$ cat config.mk
export PLATFORM = sky130hd
export DESIGN_NAME = mem_wb_stage
export DESIGN_NICKNAME = d
export VERILOG_FILES = /design/src/rtl/cpu_pkg.sv /design/src/rtl/mem_wb_stage_load_align.sv /design/src/rtl/mem_wb_stage.sv
export SDC_FILE = /design/constraint.sdc
export NUM_CORES = 1
export LEC_CHECK = 0
export ABC_AREA = 1
export ABC_CLOCK_PERIOD_IN_PS = 1200
export BUFFER_PORTS_ARGS = -buffer_cell sky130_fd_sc_hd__buf_2
export CORE_MARGIN = 1.5
export CORE_UTILIZATION = 43
export CTS_BUF_LIST = sky130_fd_sc_hd__clkbuf_2 sky130_fd_sc_hd__clkbuf_4 sky130_fd_sc_hd__clkbuf_8
export DETAILED_ROUTE_END_ITERATION = 10
export PLACE_DENSITY = 0.85
export SLEW_MARGIN = 20
export SYNTH_ARGS = -nofsm -noshare
export SYNTH_HDL_FRONTEND = slang
export SYNTH_SLANG_ARGS = --single-unit
$ cat constraint.sdc
create_clock -name clk -period 1.2 [get_ports clk]
set_input_delay 0.06 -clock clk [delete_from_list [all_inputs] [get_ports clk]]
set_output_delay 0.06 -clock clk [all_outputs]
set_load 0.05 [all_outputs]
$ cat src/rtl/cpu_pkg.sv
`default_nettype none
// ============================================================================
//  Module      : cpu_pkg
//  Description : Shared CPU definitions used by the MEM/WB writeback path.
//                - load_op_e : load-type encoding carried down the pipeline
//                - STALL_*   : bit indices into the hazard-unit stall vector
//                - is_unaligned_op() : true for the LWL/LWR merge loads
//  Revision    : 1.0 - initial release
// ============================================================================
package cpu_pkg;

  typedef enum logic [2:0] {
    LOAD_NONE = 3'd0,
    LB        = 3'd1,
    LBU       = 3'd2,
    LH        = 3'd3,
    LHU       = 3'd4,
    LW        = 3'd5,
    LWL       = 3'd6,
    LWR       = 3'd7
  } load_op_e;

  localparam int STALL_MEM = 0;
  localparam int STALL_WB  = 1;

  function automatic logic is_unaligned_op(input load_op_e op);
    return (op == LWL) || (op == LWR);
  endfunction

endpackage : cpu_pkg
`default_nettype wire

$ cat src/rtl/mem_wb_stage_load_align.sv
`default_nettype none
// ============================================================================
//  Module      : load_align
//  Description : Combinational load data aligner. Selects the addressed
//                byte/halfword of a little-endian memory word and sign- or
//                zero-extends it. With MEM_WB_UNALIGNED_EN defined it also
//                builds the LWL/LWR merges with the old rt value; otherwise
//                those codes (and LOAD_NONE) produce zero.
//  Ports       : i_load_op  load type
//                i_off      byte offset (effective address [1:0])
//                i_mem_data raw memory word
//                i_rt       old rt value (merge loads only)
//                o_data     aligned/extended result
//  Macro       : MEM_WB_UNALIGNED_EN
//  Revision    : 1.0 - initial release
// ============================================================================
module load_align
  import cpu_pkg::*;
#(
  parameter int DATA_W = 32
) (
  input  load_op_e          i_load_op,
  input  logic [1:0]        i_off,
  input  logic [DATA_W-1:0] i_mem_data,
  input  logic [DATA_W-1:0] i_rt,
  output logic [DATA_W-1:0] o_data
);

  logic [7:0]  w_byte;
  logic [15:0] w_half;
  logic [7:0]  w_b0, w_b1, w_b2, w_b3;

  assign w_b0   = i_mem_data[7:0];
  assign w_b1   = i_mem_data[15:8];
  assign w_b2   = i_mem_data[23:16];
  assign w_b3   = i_mem_data[31:24];
  assign w_byte = i_mem_data[8*i_off +: 8];
  // Halfword alignment is enforced upstream, so only off[1] selects.
  assign w_half = i_off[1] ? i_mem_data[31:16] : i_mem_data[15:0];

`ifndef MEM_WB_UNALIGNED_EN
  logic w_unused_rt;
  assign w_unused_rt = ^i_rt;
`endif

  always_comb begin
    o_data = '0;
    case (i_load_op)
      LB:  o_data = {{24{w_byte[7]}}, w_byte};
      LBU: o_data = {24'h0, w_byte};
      LH:  o_data = {{16{w_half[15]}}, w_half};
      LHU: o_data = {16'h0, w_half};
      LW:  o_data = i_mem_data;
`ifdef MEM_WB_UNALIGNED_EN
      // LWL fills the upper bytes from memory, keeping the low bytes of rt.
      LWL: begin
        case (i_off)
          2'd0:    o_data = {w_b0, i_rt[23:0]};
          2'd1:    o_data = {w_b1, w_b0, i_rt[15:0]};
          2'd2:    o_data = {w_b2, w_b1, w_b0, i_rt[7:0]};
          default: o_data = i_mem_data;
        endcase
      end
      // LWR fills the lower bytes from memory, keeping the high bytes of rt.
      LWR: begin
        case (i_off)
          2'd0:    o_data = i_mem_data;
          2'd1:    o_data = {i_rt[31:24], w_b3, w_b2, w_b1};
          2'd2:    o_data = {i_rt[31:16], w_b3, w_b2};
          default: o_data = {i_rt[31:8], w_b3};
        endcase
      end
`endif
      default: o_data = '0;
    endcase
  end

endmodule : load_align
`default_nettype wire

$ cat src/rtl/mem_wb_stage.sv
`default_nettype none
// ============================================================================
//  Module      : mem_wb_stage
//  Description : MEM/WB pipeline register plus writeback. Latches the retiring
//                instruction, aligns the load data returning from memory in
//                the WB cycle, drives the register-file write port and
//                requests a stall while a load waits for its memory ack.
//  Ports       : clk, rst (async, active-low)
//                stall_i[1:0]   {WB stalled, MEM stalled}
//                flush_i        squash WB entry
//                writeEnable_i, writeAddr_i, writeData_i, loadOp_i, rtData_i
//                               MEM-stage instruction fields
//                memData_i, memAck_i  data-memory return (combinational use)
//                writeEnable_o, writeAddr_o, writeData_o  register-file port
//                stallReq_o     load in WB not yet acknowledged
//  Macro       : MEM_WB_UNALIGNED_EN enables LWL/LWR merge loads
//  Revision    : 1.0 - initial release
// ============================================================================
module mem_wb_stage
  import cpu_pkg::*;
#(
  parameter int DATA_W = 32,
  parameter int ADDR_W = 5
) (
  input  logic              clk,
  input  logic              rst,
  input  logic [1:0]        stall_i,
  input  logic              flush_i,
  input  logic              writeEnable_i,
  input  logic [ADDR_W-1:0] writeAddr_i,
  input  logic [DATA_W-1:0] writeData_i,
  input  logic [2:0]        loadOp_i,
  input  logic [DATA_W-1:0] rtData_i,
  input  logic [DATA_W-1:0] memData_i,
  input  logic              memAck_i,
  output logic              writeEnable_o,
  output logic [ADDR_W-1:0] writeAddr_o,
  output logic [DATA_W-1:0] writeData_o,
  output logic              stallReq_o
);

  logic              r_we;
  logic [ADDR_W-1:0] r_waddr;
  logic [DATA_W-1:0] r_wdata;
  load_op_e          r_load_op;
  logic [DATA_W-1:0] w_rt;
  logic [DATA_W-1:0] w_load_data;
  logic              w_op_ok;
  logic              w_is_load;

`ifdef MEM_WB_UNALIGNED_EN
  localparam bit c_unaligned_en = 1'b1;
  logic [DATA_W-1:0] r_rt;

  always_ff @(posedge clk or negedge rst) begin
    if (!rst) begin
      r_rt <= '0;
    end else if (flush_i) begin
      r_rt <= '0;
    end else if (stall_i[STALL_WB]) begin
      r_rt <= r_rt;
    end else if (stall_i[STALL_MEM]) begin
      r_rt <= '0;
    end else begin
      r_rt <= rtData_i;
    end
  end

  assign w_rt = r_rt;
`else
  localparam bit c_unaligned_en = 1'b0;
  logic w_unused_rt;
  assign w_unused_rt = ^rtData_i;
  assign w_rt        = '0;
`endif

  // Update priority: flush, WB hold, MEM bubble, capture.
  always_ff @(posedge clk or negedge rst) begin
    if (!rst) begin
      r_we      <= 1'b0;
      r_waddr   <= '0;
      r_wdata   <= '0;
      r_load_op <= LOAD_NONE;
    end else if (flush_i) begin
      r_we      <= 1'b0;
      r_waddr   <= '0;
      r_wdata   <= '0;
      r_load_op <= LOAD_NONE;
    end else if (stall_i[STALL_WB]) begin
      r_we      <= r_we;
      r_waddr   <= r_waddr;
      r_wdata   <= r_wdata;
      r_load_op <= r_load_op;
    end else if (stall_i[STALL_MEM]) begin
      r_we      <= 1'b0;
      r_waddr   <= '0;
      r_wdata   <= '0;
      r_load_op <= LOAD_NONE;
    end else begin
      r_we      <= writeEnable_i;
      r_waddr   <= writeAddr_i;
      r_wdata   <= writeData_i;
      r_load_op <= load_op_e'(loadOp_i);
    end
  end

  load_align #(
    .DATA_W (DATA_W)
  ) u_load_align (
    .i_load_op  (r_load_op),
    .i_off      (r_wdata[1:0]),
    .i_mem_data (memData_i),
    .i_rt       (w_rt),
    .o_data     (w_load_data)
  );

  // Merge-load codes are dead when the unaligned feature is compiled out:
  // they neither write nor stall the pipeline.
  assign w_op_ok   = c_unaligned_en || !is_unaligned_op(r_load_op);
  assign w_is_load = (r_load_op != LOAD_NONE);

  assign writeEnable_o = r_we && w_op_ok && (!w_is_load || memAck_i);
  assign stallReq_o    = r_we && w_op_ok && w_is_load && !memAck_i;
  assign writeAddr_o   = r_waddr;
  assign writeData_o   = w_is_load ? w_load_data : r_wdata;

endmodule : mem_wb_stage
`default_nettype wire

==> impl_metrics.ini, run 1 <==
[pwr]
p_sw_frac = 0.348
seq_power_share = 0.357
pwr-share-clk = 0.290
peakVddDrop_uv = 533
intPower_mw = 2.69
power.density_mw_per_mm2 = 807
leakagePower_nw = 2.72
combPwrFrac = 0.353
p_sw_mw = 1.44

[global_routing]
grt_remaining_overflow = 0
grt_pass1_vias = 3904
grt_pass1_wl_um = 17800
antenna_found_initial = 0
grt_use_total = 0.300
grt_start_max_net_pins = 42

[floorplanning]
rows = 30
die-area_mm2 = 0.00750
start_util = 0.443
die_y_um = 86.6
ioPinCount = 150
core-area_mm2 = 0.00679
die_w_um = 86.6

[sta]
tightest_slew_ps = 665
rsz0062_at_grt = true
drv_slew = 0
finClkSkew_ps = 0
relSlewSlack = 0.557
finalCritPeriodShare = 1.63
setup_ws_ps = -761
holdWs_ps = 6.37
finalHoldViolations = 0
fmax_ghz = 0.510
min_period_ps = 1960
setup_violations = 35

[final_layout]
layout.nets = 772
layout_commonest_cell = nand2_1
area_delta_synth_final_pct = 70.2
design_area_mm2 = 0.00512
stdcell_count = 757
n_antenna_cell = 0
layout-drive-gt1-share = 0.421
mostFrequentLayoutCells = nand2_1, inv_1, buf_2

[placed_design]
placed_cells = 721
dpl.hpwl_um = 6830
gp_congestion = 0.941
io_buffers = 117
dp_slack_ps = -420
dpl-instance-area_mm2 = 0.00419

[yosys]
synth.area.top_cells = dfrtp_1, nand2_1, inv_1
ys_types = 22
yosysTopAreaCellShare = 0.341
syn_area_per_cell_um2 = 5.95
synth.ff_latch_count = 41
ys.warnings.count = 0
synth_nets = 617
synth.yosys.seq_area_share = 0.341
synth_cells = 505
syn-cell-area_mm2 = 0.00301
synth_largest_area_cell = dfrtp_1

[clock_network]
cts_tree = built
clk_pin_slew_ps = 90
clkSinkCount = 41
clockBufferDepth = 2
cts_max_level = 2
cts_buffers = 5
insertion_delay_ps = 290
root_buffer = clkbuf_8

[outcome]
outcome = finished with violations
failed_checks = setup timing

[critical_path]
path_max_fanout = 13
path_class = reg -> out
required_ps = 1140
cp-start-kind = flop
reg2reg_depth = 4
cp.arrival_ps = 1900
endpoint_kind = output pin

[min_path]
min_path_cells = 3
hold_path.class = in -> reg

[drt]
dr.first_iter.drc_count = 452
vias_per_cell = 5.38
vias = 4075
drc_errors = 0
totalWireLength_um = 12300
wl_per_cell_um = 16.2
detail-route-antenna-nets = 0
first_pass_iters = 7

[flow_run]
maxCapViolations = 0
==> registers in the layout, summed over array words and instances, names as in the netlist <==
name	count
r_load_op	3
r_wdata	32
r_we	1
writeAddr_o	5
==> kinds of logic (layout without fill, tap and decap cells) <==
kind of cell,Yosys count,count (layout),share of synthesized area
adder cells (fa/ha/maj),1,1,0.00416
AO/OA/AOI/OAI,73,73,0.123
AND/OR/NAND/NOR,270,270,0.363
flip-flops,41,41,0.341
buffers and inverters,120,276,0.169
==> layout make-up <==
type / count / area, µm²
Fill cell: 439 / 1680
Timing Repair Buffer: 174 / 1500
Tap cell: 96 / 120
Inverter: 93 / 354
Clock inverter: 2 / 37.5
Sequential cell: 41 / 1030
Clock buffer: 6 / 82.6
Multi-Input combinational cell: 344 / 1980
Timing Repair inverter: 1 / 7.51
==> final timing paths <==
| path | startpoint | end | slack, ps |
|---|---|---|---|
| max reg2reg | r_wdata[1] | r_wdata[1] | -60 |
| min in group asynchronous | rst | r_wdata[29] | 230 |
| max in group asynchronous | rst | r_wdata[1] | 740 |
| min reg2reg | r_wdata[23] | r_wdata[23] | 550 |
| min | writeData_i[24] | r_wdata[24] | 6 |
| max | r_wdata[1] | writeData_o[2] | -760 |
==> per-stage QoR <==
step / TNS [ps] / utilization / power (mW)
finish: -22210 / 0.753 / 4.13
global route: -23700 / 0.753 / 4.29
CTS: -20570 / 0.719 / 4.00
detailed placement: -12930 / 0.617 / 2.58
global placement: -11170 / 0.617 / 2.56
floorplan: -7220 / - / 2.20
==> metal layers <==
metal / share of wire / GRT usage
met1: 0.37 / 0.351
met4: 0.059 / 0.196
met2: 0.47 / 0.500
met3: 0.093 / 0.0600
met5: 0 / 0
==> power by group through the flow <==
stage                     Combinational [mW]  Clock (mW)  Sequential [mW]
final                                   1.46        1.20             1.48
after global placement                  1.07           0             1.49
after floorplan                        0.690           0             1.51
after CTS                               1.32        1.22             1.47
after detailed placement                1.09           0             1.49
after global routing                    1.53        1.27             1.48
==> worst max-delay path, stage by stage, from the launching register on <==
cell and delay (ps):
dfrtp_2 500, buf_6 180, buf_12 140, o21ai_0 280, nand2_1 110, nand2_1 100, nand2_2 80, nand2_4 70
buf_8 140
==> repair_timing <==
item | CTS | global route
cloned | 3 | 1
hold buffers | 19 | 0
buffers inserted | 2 | 3
pin swaps | 5 | 11
hold endpoints to repair | 59 | 0
setup endpoints to repair | 34 | 34
resized for setup | 115 | 61
==> Yosys cell counts (all sizes together) <==
cell type	number
inv	91
clkinv	2
clkbuf	17
buf	10
nand3	45
nor3	1
nand2	195
ha	1
nor4	1
o21ai	57
or2	2
nor2	26
a21oi	16
dfrtp	41
Note: power is estimated with default switching activity, not from simulation.
==> inputs of run 2 (changes only) <==
--- a/config.mk
+++ b/config.mk
@@ -8,7 +8,7 @@
 export ABC_AREA = 1
 export ABC_CLOCK_PERIOD_IN_PS = 1200
 export BUFFER_PORTS_ARGS = -buffer_cell sky130_fd_sc_hd__buf_2
-export CORE_MARGIN = 1.5
+export CORE_MARGIN = 8
 export CORE_UTILIZATION = 43
 export CTS_BUF_LIST = sky130_fd_sc_hd__clkbuf_2 sky130_fd_sc_hd__clkbuf_4 sky130_fd_sc_hd__clkbuf_8
 export DETAILED_ROUTE_END_ITERATION = 10
==> impl_metrics.ini, run 2 (synthesized netlist as in run 1, its figures left out) <==
[outcome]
outcome = finished with violations
failed_checks = hold timing, setup timing

[critical_path]
cpLargestDelayFamily = simple AND/OR/NAND/NOR gates
path_max_fanout = 8
timing.critical_path.cells = clkinvlp_4 -> nand2_1 -> nand2_1 -> nor2_1 -> a21oi_2 -> nand2_2 -> nand2_2 -> nand2_4 -> buf_8
worst-path-buf-inv = 2
slowest_delay_ps = 510
required_ps = 1140
cp-start-kind = flop
endpoint_kind = output pin
cp.arrival_ps = 1910
critPathSlowestCell = dfrtp_2
path_class = reg -> out

[clock_network]
root_buffer = clkbuf_8
cts_max_level = 2
clkSinkCount = 41
insertion_delay_ps = 290
clk_pin_slew_ps = 80
clockBufferDepth = 2
cts_tree = built
cts_buffers = 5

[final_layout]
layout-drive-gt1-share = 0.457
mostFrequentLayoutCells = nand2_1, inv_1, buf_2
design_area_mm2 = 0.00511
layout.nets = 759
largest_register_ffs = 32
largest-register = r_wdata
area_delta_synth_final_pct = 70.0
post-route-util = 0.752
fillCellCount = 426
layout_commonest_cell = nand2_1

[placed_design]
io_buffers = 117
gp_congestion = 0.915
dpl.hpwl_um = 7860
dpl-instance-area_mm2 = 0.00418

[global_routing]
grt_pass1_wl_um = 18700
grt_pass1_vias = 4045
antenna_found_initial = 2
grt_remaining_overflow = 0
grt_use_total = 0.231
grt_start_max_net_pins = 42

[sta]
rsz0062_at_grt = true
setup_violations = 34
finalCritPeriodShare = 1.64
relSlewSlack = 0.534
finClkSkew_ps = 0
setup_ws_ps = -768
drv_slew = 0
holdWs_ps = -7.40
min_period_ps = 1970
fmax_ghz = 0.508
tightest_slew_ps = 699
finalHoldViolations = 4

[floorplanning]
core-area_mm2 = 0.00679
die_w_um = 99.6
rows = 30
die-area_mm2 = 0.00992
ioPinCount = 150
die_y_um = 99.6
start_util = 0.443

[drt]
vias = 4103
detail-route-antenna-nets = 0
vias_per_cell = 5.51
drc_errors = 0
totalWireLength_um = 13200
wl_per_cell_um = 17.7
first_pass_iters = 7
dr.first_iter.drc_count = 499

[flow_run]
maxCapViolations = 0

[pwr]
leakagePower_nw = 2.69
power.density_mw_per_mm2 = 772
peakVddDrop_uv = 704

[min_path]
hold_path.class = in -> reg
==> run 2: cell count changes in the layout (fill, tap and decap cells not counted), moves of 6 or more <==
cell           change
o21ai_2            +6
buf_8             +11
nand2_1           -13
nand2_2           +12
buf_6              -6
dlygate4sd3_1     -12
==> run 2: cell type report <==
type / instances / area, µm² / share of cell area
multi-input combinational: 344 / 2070 / 0.405
tap: 96 / 120 / 0.0235
timing repair buffer: 162 / 1430 / 0.280
sequential: 41 / 1030 / 0.202
inverter: 93 / 363 / 0.0710
antenna: 2 / 5.00 / 0.000979
clock buffer: 7 / 90.1 / 0.0176
==> run 2: worst paths after layout <==
check,from,endpoint,slack (ps),cells past startpoint
hold / removal,writeData_i[4],r_wdata[4],-7,3
setup reg to reg,r_wdata[1],r_wdata[1],10,4
max in group asynchronous,rst,r_wdata[3],450,3
setup / recovery,r_wdata[1],writeData_o[3],-770,9
hold reg to reg,r_wdata[15],r_wdata[15],540,2
min in group asynchronous,rst,r_we,250,2
==> run 2: metrics by stage <==
step / TNS [ps] / instances / power, mW / hold slack, ps / setup WS [ps]
after floorplan: -7220 / 505 / 2.20 / -236 / -230
after global placement: -11410 / 723 / 2.57 / 28.3 / -374
after detailed placement: -12850 / 723 / 2.59 / 27.5 / -419
after CTS: -21820 / 739 / 3.72 / 0.377 / -671
after global routing: -24820 / 745 / 4.08 / 10.6 / -838
final: -23580 / 745 / 3.95 / -7.40 / -768
==> run 2: what timing repair did <==
action,CTS,global route
gates cloned,1,1
buffers inserted,1,3
hold buffers,7,0
pin swaps,2,15
gates resized for setup,110,109
hold endpoints to repair,23,0
setup endpoints to repair,34,34
==> run 2: power breakdown <==
part           leakage, nW  switching (mW)  internal [mW]
Sequential           0.553          0.0465           1.43
Combinational         2.09           0.891          0.586
Clock               0.0478           0.508          0.481
==> run 2: worst register-to-register path: cells and delay by family, from the launching register on <==
kind	cells	cell delay, ps
buffers and inverters	3	520
flip-flops	1	510
AO/OA/AOI/OAI	1	90
==> run 2: per-layer routing <==
| metal | up-vias | global-route usage | share of wire | wire length, µm |
|---|---|---|---|---|
| met3 | 84 | 0.0531 | 0.10 | 1330 |
| li1 | 1815 | - | - | - |
| met4 | 0 | 0.143 | 0.062 | 812 |
| met2 | 325 | 0.394 | 0.48 | 6310 |
| met1 | 1879 | 0.254 | 0.36 | 4740 |
| met5 | - | 0 | 0 | 0 |
